==> src/rtl/spi_pkg.sv <==
// Shared encodings for the SPI frame master: FSM state codes, SPI mode pairs
// and a counter-width helper.
package spi_pkg;

   localparam logic [2:0] IDLE  = 3'd0;
   localparam logic [2:0] SETUP = 3'd1;
   localparam logic [2:0] SHIFT = 3'd2;
   localparam logic [2:0] HOLD  = 3'd3;
   localparam logic [2:0] GAP   = 3'd4;

   typedef enum logic [2:0] {
      S_IDLE  = IDLE,
      S_SETUP = SETUP,
      S_SHIFT = SHIFT,
      S_HOLD  = HOLD,
      S_GAP   = GAP
   } spi_state_t;

   // {CPOL, CPHA}
   localparam logic [1:0] MODE0 = 2'b00;
   localparam logic [1:0] MODE1 = 2'b01;
   localparam logic [1:0] MODE2 = 2'b10;
   localparam logic [1:0] MODE3 = 2'b11;

   function automatic int cnt_w(input int n);
      return (n < 2) ? 1 : $clog2(n);
   endfunction

endpackage

==> src/rtl/spi_frame_master_if.sv <==
// Parallel word handshake between the sample pipeline and the SPI frame master.
interface spi_frame_master_if #(
   parameter int FRAME_W = 16
);
   logic [FRAME_W-1:0] tx_data;
   logic               tx_valid;
   logic               tx_ready;
   logic [FRAME_W-1:0] rx_data;
   logic               rx_valid;

   modport master (output tx_data, output tx_valid, input tx_ready,
                   input rx_data, input rx_valid);
   modport slave  (input tx_data, input tx_valid, output tx_ready,
                   output rx_data, output rx_valid);
endinterface

==> src/rtl/spi_frame_master_clk_gen.sv <==
// sclk generator: half-period counter plus edge counter; strobes mark the edge
// being taken this cycle so the FSM can act on the same enabled cycle.
module spi_clk_gen
   import spi_pkg::*;
#(
   parameter int FRAME_W = 16,
   parameter int DIV     = 2,
   parameter bit CPOL    = 1'b0
) (
   input  logic clk,
   input  logic rst_a,
   input  logic ena,
   input  logic run,
   output logic sclk,
   output logic lead_stb,
   output logic trail_stb,
   output logic last_edge
);
   localparam int HC_W = cnt_w(DIV);
   localparam int EC_W = cnt_w(2 * FRAME_W);
   localparam logic [HC_W-1:0] HC_MAX = HC_W'(DIV - 1);
   localparam logic [EC_W-1:0] EC_MAX = EC_W'(2 * FRAME_W - 1);

   logic [HC_W-1:0] hc;
   logic [EC_W-1:0] ec;
   logic            tick;

   assign tick      = run & ena & (hc == HC_MAX);
   assign lead_stb  = tick & (sclk == CPOL);
   assign trail_stb = tick & (sclk != CPOL);
   assign last_edge = trail_stb & (ec == EC_MAX);

   always_ff @(posedge clk) begin
      if (rst_a) begin
         hc   <= '0;
         ec   <= '0;
         sclk <= CPOL;
      end else if (ena) begin
         if (!run) begin
            hc   <= '0;
            ec   <= '0;
            sclk <= CPOL;
         end else if (hc == HC_MAX) begin
            hc   <= '0;
            ec   <= ec + 1'b1;
            sclk <= ~sclk;
         end else begin
            hc <= hc + 1'b1;
         end
      end
   end
endmodule

==> src/rtl/spi_frame_master.sv <==
// Chip-select framed SPI master: accepts a word over valid/ready, shifts it out
// on mosi while capturing miso, and returns the captured word with a strobe.
//
// state   | meaning
// IDLE    | cs_n high, tx_ready raised, waiting for a word
// SETUP   | cs_n low, sclk idle for CS_SETUP enabled cycles
// SHIFT   | 2*FRAME_W sclk edges, data out / sample in
// HOLD    | cs_n low, sclk idle for CS_HOLD enabled cycles
// GAP     | cs_n high for GAP enabled cycles before IDLE
module spi_frame_master
   import spi_pkg::*;
#(
   parameter int FRAME_W   = 16,
   parameter int DIV       = 2,
   parameter bit CPOL      = 1'b0,
   parameter bit CPHA      = 1'b0,
   parameter int CS_SETUP  = 1,
   parameter int CS_HOLD   = 1,
   parameter int GAP       = 1,
   parameter bit LSB_FIRST = 1'b0
) (
   input  logic               clk,
   input  logic               rst_a,
   input  logic               ena,
   spi_frame_master_if.slave  bus,
   output logic               busy,
   output logic               sclk,
   output logic               cs_n,
   output logic               mosi,
   input  logic               miso
);
   if (DIV < 1)      begin : g_bad_div   $error("DIV must be >= 1");      end
   if (FRAME_W < 2)  begin : g_bad_fw    $error("FRAME_W must be >= 2");  end
   if (CS_SETUP < 1) begin : g_bad_setup $error("CS_SETUP must be >= 1"); end
   if (CS_HOLD < 1)  begin : g_bad_hold  $error("CS_HOLD must be >= 1");  end

   localparam int T_MAX = (CS_SETUP > CS_HOLD) ? ((CS_SETUP > GAP) ? CS_SETUP : GAP)
                                               : ((CS_HOLD > GAP) ? CS_HOLD : GAP);
   localparam int T_W = cnt_w(T_MAX);
   localparam logic [T_W-1:0] T_SETUP = T_W'(CS_SETUP - 1);
   localparam logic [T_W-1:0] T_HOLD  = T_W'(CS_HOLD - 1);
   localparam logic [T_W-1:0] T_GAP   = T_W'(GAP - 1);

   spi_state_t         state;
   logic [T_W-1:0]     tmr;
   logic [FRAME_W-1:0] sh;
   logic [FRAME_W-1:0] sh_next;
   logic [FRAME_W-1:0] cap;
   logic [FRAME_W-1:0] cap_next;
   logic               lead_stb;
   logic               trail_stb;
   logic               last_edge;

   function automatic logic first_bit(input logic [FRAME_W-1:0] w);
      return LSB_FIRST ? w[0] : w[FRAME_W-1];
   endfunction

   assign sh_next  = LSB_FIRST ? (sh >> 1) : (sh << 1);
   assign cap_next = LSB_FIRST ? {miso, cap[FRAME_W-1:1]} : {cap[FRAME_W-2:0], miso};

   spi_clk_gen #(.FRAME_W(FRAME_W), .DIV(DIV), .CPOL(CPOL)) u_clk_gen (
      .clk       (clk),
      .rst_a     (rst_a),
      .ena       (ena),
      .run       (state == S_SHIFT),
      .sclk      (sclk),
      .lead_stb  (lead_stb),
      .trail_stb (trail_stb),
      .last_edge (last_edge)
   );

   always_ff @(posedge clk) begin
      // the strobe self-clears on the next clk edge even while ena is low
      bus.rx_valid <= 1'b0;
      if (rst_a) begin
         state       <= S_IDLE;
         tmr         <= '0;
         sh          <= '0;
         cap         <= '0;
         mosi        <= 1'b0;
         cs_n        <= 1'b1;
         busy        <= 1'b0;
         bus.tx_ready <= 1'b0;
         bus.rx_data  <= '0;
      end else if (ena) begin
         case (state)
            S_IDLE: begin
               if (bus.tx_ready && bus.tx_valid) begin
                  sh           <= bus.tx_data;
                  bus.tx_ready <= 1'b0;
                  cs_n         <= 1'b0;
                  busy         <= 1'b1;
                  tmr          <= T_SETUP;
                  state        <= S_SETUP;
                  if (!CPHA) mosi <= first_bit(bus.tx_data);
               end else begin
                  bus.tx_ready <= 1'b1;
               end
            end
            S_SETUP: begin
               if (tmr == '0) state <= S_SHIFT;
               else           tmr   <= tmr - 1'b1;
            end
            S_SHIFT: begin
               if (!CPHA) begin
                  if (lead_stb) cap <= cap_next;
                  if (trail_stb && !last_edge) begin
                     sh   <= sh_next;
                     mosi <= first_bit(sh_next);
                  end
               end else begin
                  if (lead_stb) begin
                     mosi <= first_bit(sh);
                     sh   <= sh_next;
                  end
                  if (trail_stb) cap <= cap_next;
               end
               if (last_edge) begin
                  tmr   <= T_HOLD;
                  state <= S_HOLD;
               end
            end
            S_HOLD: begin
               if (tmr == '0) begin
                  cs_n         <= 1'b1;
                  mosi         <= 1'b0;
                  bus.rx_data  <= cap;
                  bus.rx_valid <= 1'b1;
                  if (GAP == 0) begin
                     busy  <= 1'b0;
                     state <= S_IDLE;
                  end else begin
                     tmr   <= T_GAP;
                     state <= S_GAP;
                  end
               end else begin
                  tmr <= tmr - 1'b1;
               end
            end
            S_GAP: begin
               if (tmr == '0) begin
                  busy  <= 1'b0;
                  state <= S_IDLE;
               end else begin
                  tmr <= tmr - 1'b1;
               end
            end
            default: state <= S_IDLE;
         endcase
      end
   end
endmodule

==> src/flat_wrapper.sv <==
// flat-port wrapper written by rule: the top's interface ports become plain ports
module spi_frame_master_flat import spi_pkg::*;
#(
   parameter int FRAME_W   = 16,
   parameter int DIV       = 2,
   parameter bit CPOL      = 1'b0,
   parameter bit CPHA      = 1'b0,
   parameter int CS_SETUP  = 1,
   parameter int CS_HOLD   = 1,
   parameter int GAP       = 1,
   parameter bit LSB_FIRST = 1'b0
)
  (clk, rst_a, ena, busy, sclk, cs_n, mosi, miso, bus_tx_data, bus_tx_valid, bus_tx_ready, bus_rx_data, bus_rx_valid);
  spi_frame_master_if #(.FRAME_W(FRAME_W)) bus_i ();
  input  logic clk;
  input  logic rst_a;
  input  logic ena;
  output logic busy;
  output logic sclk;
  output logic cs_n;
  output logic mosi;
  input  logic miso;
  input wire logic [$bits(bus_i.tx_data)-1:0] bus_tx_data;
  input wire logic [$bits(bus_i.tx_valid)-1:0] bus_tx_valid;
  output wire logic [$bits(bus_i.tx_ready)-1:0] bus_tx_ready;
  output wire logic [$bits(bus_i.rx_data)-1:0] bus_rx_data;
  output wire logic [$bits(bus_i.rx_valid)-1:0] bus_rx_valid;
  assign bus_i.tx_data = bus_tx_data;
  assign bus_i.tx_valid = bus_tx_valid;
  assign bus_tx_ready = bus_i.tx_ready;
  assign bus_rx_data = bus_i.rx_data;
  assign bus_rx_valid = bus_i.rx_valid;
  spi_frame_master #(.FRAME_W(FRAME_W), .DIV(DIV), .CPOL(CPOL), .CPHA(CPHA), .CS_SETUP(CS_SETUP), .CS_HOLD(CS_HOLD), .GAP(GAP), .LSB_FIRST(LSB_FIRST)) u_core (.clk(clk), .rst_a(rst_a), .ena(ena), .bus(bus_i), .busy(busy), .sclk(sclk), .cs_n(cs_n), .mosi(mosi), .miso(miso));
endmodule
==> config.mk <==
export PLATFORM = sky130hd
export DESIGN_NAME = spi_frame_master_flat
export DESIGN_NICKNAME = d
export VERILOG_FILES = /design/src/rtl/spi_pkg.sv /design/src/rtl/spi_frame_master_if.sv /design/src/rtl/spi_frame_master_clk_gen.sv /design/src/rtl/spi_frame_master.sv /design/src/flat_wrapper.sv
export SDC_FILE = /design/constraint.sdc
export NUM_CORES = 1
export LEC_CHECK = 0
export BUFFER_PORTS_ARGS = -buffer_cell sky130_fd_sc_hd__buf_2
export CAP_MARGIN = 20
export CORE_UTILIZATION = 55
export DETAILED_ROUTE_END_ITERATION = 10
export GPL_ROUTABILITY_DRIVEN = 0
export PLACE_DENSITY = 0.78
export SLEW_MARGIN = 20
export SYNTH_ARGS = -nofsm -noshare
export SYNTH_HDL_FRONTEND = slang
export SYNTH_SLANG_ARGS = --single-unit
==> constraint.sdc <==
create_clock -name clk -period 2.6 [get_ports clk]
set_clock_uncertainty 0.05 [all_clocks]
set_input_delay 0.52 -clock clk [delete_from_list [all_inputs] [get_ports clk]]
set_output_delay 0.52 -clock clk [all_outputs]
set_load 0.005 [all_outputs]
Yosys cells after proc, flatten, opt, wreduce, memory -nomap -nowiden
Cells that the tools add are included.
Cells by class
  reduce and logical (&&, ||, !) cells: 21
  eq/ne operators: 12
  add/sub/neg operators: 3
  muxes and demuxes: 29
  bitwise gates (word level): 9
Operators with widths (count)
  2-to-1 mux 15 bit: 2
  case mux 15 bit (2 select lines): 1
  AND reduction 4 bit: 4
  2-to-1 mux 3 bit: 5
  case mux 3 bit (5 select lines): 1
  2-to-1 mux 1 bit: 14
  2-to-1 mux 5 bit: 2
  != test 2 x 1 -> 1 bit, second input constant: 4
  == test 3 x 2 -> 1 bit, second input constant: 2
  != test 2 bit, second input constant: 3
  case mux 1 bit (3 select lines): 2
  AND reduction 3 bit: 2
  AND reduction 6 bit: 1
  nonzero test 2 bit: 3
  nonzero test 3 bit: 2
  OR reduction 3 bit: 2
  adder 5 x 1 -> 5 bit, second input constant: 1
  AND 1 bit: 5
  == test 5 bit, second input constant: 1
  AND reduction 5 bit: 1
  NOT 1 bit: 4
  case mux 1 bit (2 select lines): 2
  AND reduction 2 bit: 2
  == test 3 x 1 -> 1 bit, second input constant: 1
  other kinds (6): 7
Word-level totals
  output and inout port bits: 22
  logic and storage cells: 87
  bits of input ports: 21
  bits in registers: 63

Depth between registers and ports, before layout
  word-level depth: 9
  depth in mapped cells: 8
  depth with buffers taken out: 7

Cells and area by module
From an unflattened synthesis, not the netlist that was laid out.
Second synthesis, totals
  cell total of the unflattened synthesis: 298
  area, all modules: 2631.3 µm²
Modules (own cells, without submodules)
  spi_frame_master: cells each 257, seq. area each 1101.1 µm², area each 2289.7 µm², instances 1
  spi_clk_gen: cells each 41, seq. area each 140.1 µm², area each 341.6 µm², instances 1

Worst setup path before layout
OpenSTA, ideal clock, no wires.
  kind: register to register
  start point: register u_core.u_clk_gen.ec[0]
  end point: register u_core.sh[14]
  data arrival time: 1.774 ns
  cell stages (with the launch flop): 9
  path slack: 0.643 ns
  library setup time: 0.133 ns
  required time: 2.417 ns
  period minus slack after synthesis: 1.957 ns
  path buffers: 2
  cell sequence: dfxtp_1 ha_1 and3_1 ha_1 nand4b_1 a211oi_2 buf_4 buf_2 a311oi_1
On the way
  cells in the longest elaborated chain, start to end: 6
Ends and longest elaborated chain
  start, declared: RTL line spi_frame_master_clk_gen.sv:25  | logic [EC_W-1:0] ec;
  start signal, assigned: RTL line spi_frame_master_clk_gen.sv:45  | ec <= ec + 1'b1;
  == test 5 bit: RTL line spi_frame_master_clk_gen.sv:31  | assign last_edge = trail_stb & (ec == EC_MAX);
  AND 1 bit: RTL line spi_frame_master_clk_gen.sv:31
  logical NOT 1 bit: RTL line spi_frame_master.sv:107  | if (trail_stb && !last_edge) begin
  logical AND 1 bit: RTL line spi_frame_master.sv:107
  != test 2 x 1 -> 1 bit (no source line)
  AND reduction 4 bit (no source line)
  end signal, assigned: RTL line spi_frame_master.sv:89  | sh <= bus.tx_data;
  end signal, assigned: RTL line spi_frame_master.sv:108  | sh <= sh_next;
  end signal, assigned: RTL line spi_frame_master.sv:114  | sh <= sh_next;
  end, declared: RTL line spi_frame_master.sv:46  | logic [FRAME_W-1:0] sh;
No other way between the ends.
A chain may end at the register's enable or synchronous reset.

Worst setup path in the final report
  start point: register u_core.u_clk_gen.ec[0]
  end point: register u_core.sh[12]
Same word-level chain as after synthesis.

==> reports/qor.csv <==
stage,metric,value,unit
route,initial DRC count,159,
critical_path,crit path DAT,2.39,ns
critical_path,Crit path max-delay family,compound AO/OA/AOI/OAI gates,
placement,placed cell count,390,
yosys,synthesized area per cell,8.02,µm²
flow_run,Max Cap Viol,0,
clocking,Hold Buf Count CTS,0,
yosys,commonest cells in the synthesized netlist,"nand2_1 (97), dfxtp_1 (62), a21oi_1 (43)",
floorplan,die height,69.6,µm
layout,layout cells sized above 1,18.9,%
timing,fin crit period,2.21,ns
clocking,Num CTS Buffers,9,
timing,Rel. slew slack,57.2,%
clocking,Sink Count,62,
critical_path,buffers and inverters on the worst path,1,
critical_path,CP startpoint,u_core.u_clk_gen.ec[0]$_SDFFE_PP0P_,
grt,first-pass GRT wire length,8510,µm
layout,# nets final,372,
yosys,"Seq/Total Area, Yosys",49.5,%
timing,worst slew pin tran,0.639,ns
critical_path,crit-path cells,ha_1 -> and3_1 -> ha_1 -> nand4b_1 -> a211oi_2 -> buf_4 -> nor2_1 -> a311oi_1,
route,total detailed-routing wirelength,4780,µm
yosys,"FF+latch count, synth",62,
status,outcome,"finished, final reports clean",
clocking,PostCTS Resize Cnt,0,
power,P per Cell Area,637,nW/µm²
critical_path,Critical Path Start Type,register,
timing,Setup TNS,0,ns
grt,initial antenna violation count,0,
placement,Placed Area,2710,µm²
worst_hold_path,Hold WC Path Type,register to register,
yosys,Post-synth ARST share,0,%
clocking,Clock Tree Buf Depth,2,
floorplan,die area,4840,µm²
timing,RSZ-0062 raised after global routing,false,
route,wire per inst,11.8,µm
yosys,synth warn,0,
placement,IO buf count,42,
route,via density per instance,5.37,
critical_path,CP Data Required Time,2.79,ns
timing,final-report setup violation count,0,
grt,largest net degree at the start of global routing,30,
grt,GRT overflow,0,
grt,met3 Use GR,6.98,%
timing,final hold vios,0,
critical_path,reg2reg setup slack,0.39,ns
timing,Hold WS,0.400,ns
timing,final period utilization,84.8,%
power,worst vdd ir,0.000323,V
layout,diodes inserted,0,
route,Post-DRT Antenna Nets,0,
worst_hold_path,Hold EP,u_core.bus.rx_data[1]$_SDFFE_PP0P_,
critical_path,CP dominant cell by count,ha_1,
critical_path,RR Endpoint,u_core.sh[12]$_SDFFE_PP0P_,
floorplan,standard-cell rows,24,
layout,fin area,2890,µm²
critical_path,Setup CP Type,register to register,
clocking,CTS tree,built,
critical_path,crit end category,register,
yosys,Post-synth EDFFs,0,
worst_hold_path,WHS Path Cells,2,
timing,Max Clk Rate,453,MHz
yosys,synth unique cells,36,
clocking,Clk Tree Root Cell,clkbuf_8,
grt,GRT Total Usage,22.0,%
floorplan,Die W,69.6,µm
clocking,clk slew on worst S/H paths,0.07,ns
grt,met2 GRT Util,35.7,%
power,"Power, Total",1.84,mW
critical_path,r2r startpoint,u_core.u_clk_gen.ec[0]$_SDFFE_PP0P_,
route,DRT Pass-1 Iters,4,
yosys,Post-Syn Nets,336,
layout,Finished Layout Cells,406,
yosys,leading area contributor after synthesis,dfxtp_1,
power,P_leak,1.10,nW
yosys,"count leader, synth",nand2_1,
layout,fill cell count,395,
yosys,largest cells by area after synthesis,"dfxtp_1 (49%), nand2_1 (15%), a21oi_1 (8.6%)",
grt,GR peak layer,met2,
floorplan,initial core utilization,57.2,%
critical_path,slowest CP cell,dfxtp_1,
grt,met1 Usage GRT,27.5,%
worst_hold_path,hold_sp,u_core.bus.rx_data[1]$_SDFFE_PP0P_,
yosys,top_reg_cell synth,dfxtp_1,
clocking,post-CTS setup buffer count,0,
clocking,CTS H-tree depth,3,
critical_path,CP peak stage delay,0.33,ns
timing,Slew Limit Fails,0,
clocking,clk_lat worst skew,0.33,ns
critical_path,R2R depth,8,
yosys,Synth top area share,49.5,%
grt,vias in the first global route,2002,
yosys,synthesized area,2510,µm²
layout,P&R area growth vs syn,15.1,%
route,# DRC,0,
floorplan,IO Count,43,
yosys,Synth Instances,313,
route,DR vias,2182,
floorplan,core area,4380,µm²
critical_path,Critical Path Fanout Max,29,
placement,post-detail-place hpwl,3160,µm
## cell usage in the layout (no fill, tap or decap), types with 6 or more instances in the layout
| cell type | synthesis | routed |
|---|---|---|
| a21oi_1 | 43 | 43 |
| a311oi_1 | 15 | 15 |
| buf_2 | 8 | 42 |
| buf_4 | 2 | 6 |
| clkbuf_8 | 0 | 11 |
| dfxtp_1 | 62 | 62 |
| nand2_1 | 97 | 97 |
| nor2_1 | 28 | 28 |
| o21ai_0 | 6 | 6 |
## worst max-delay path by stage
stage	slack (ns)	cells after the start	endpoint
4_1_cts	0.40	8	u_core.sh[12]$_SDFFE_PP0P_
2_1_floorplan	0.64	8	u_core.sh[14]$_SDFFE_PP0P_
3_3_place_gp	0.52	6	u_core.sh[14]$_SDFFE_PP0P_
5_1_grt	0.24	8	u_core.sh[7]$_SDFFE_PP0P_
3_5_place_dp	0.41	8	u_core.sh[12]$_SDFFE_PP0P_
6_report	0.39	8	u_core.sh[12]$_SDFFE_PP0P_
## state kept, by name, summed over array words and instances (netlist names)
signal	count
u_core.u_clk_gen.hc	1
u_core.sh	15
u_core.bus.rx_valid	1
u_core.mosi	1
u_core.cs_n	1
u_core.bus.rx_data	16
u_core.busy	1
u_core.bus.tx_ready	1
u_core.state	3
u_core.u_clk_gen.sclk	1
u_core.u_clk_gen.ec	5
u_core.cap	16
## through the flow
step                setup slack, ns  util, %
floorplan                     0.643        -
global placement              0.516     61.8
detailed placement            0.414     61.8
CTS                           0.399     65.9
global route                  0.244     65.9
finish                        0.394     65.9
## worst reg2reg max path: cells and delay by family, from the launching register on
family          cells  cell delay [ns]
simple gates        3             0.49
buf+inv             1             0.31
fa+ha+maj           2             0.42
flops               1             0.33
compound gates      2             0.51
## power by group
part / switching, mW / internal, mW / leakage, nW
registers: 0.0129 / 0.969 / 0.501
clock network: 0.355 / 0.397 / 0.0934
logic: 0.0608 / 0.0442 / 0.501
## logic make-up after synthesis
family	Yosys count	share of synthesized area (%)
mux	1	0.449
compound gates	73	18.1
buf+inv	25	5.03
simple gates	150	25.9
flops	62	49.5
fa+ha+maj	2	0.997
## final cells by class
| class | instances | area (µm²) | area share [%] |
|---|---|---|---|
| tap | 52 | 65.1 | 2.25 |
| inverter | 2 | 7.51 | 0.260 |
| multi-input combinational | 226 | 1140 | 39.5 |
| timing repair buffer | 48 | 255 | 8.84 |
| clock buffer | 13 | 159 | 5.50 |
| sequential | 62 | 1240 | 43.0 |
| clock inverter | 3 | 18.8 | 0.650 |
## layer usage
| layer | part of all wire, % | up-vias |
|---|---|---|
| met5 | 0 | - |
| met4 | 0.90 | 0 |
| met3 | 4.0 | 6 |
| met2 | 46 | 43 |
| met1 | 49 | 995 |
| li1 | - | 1138 |
Power figures use the tool's default switching activity.
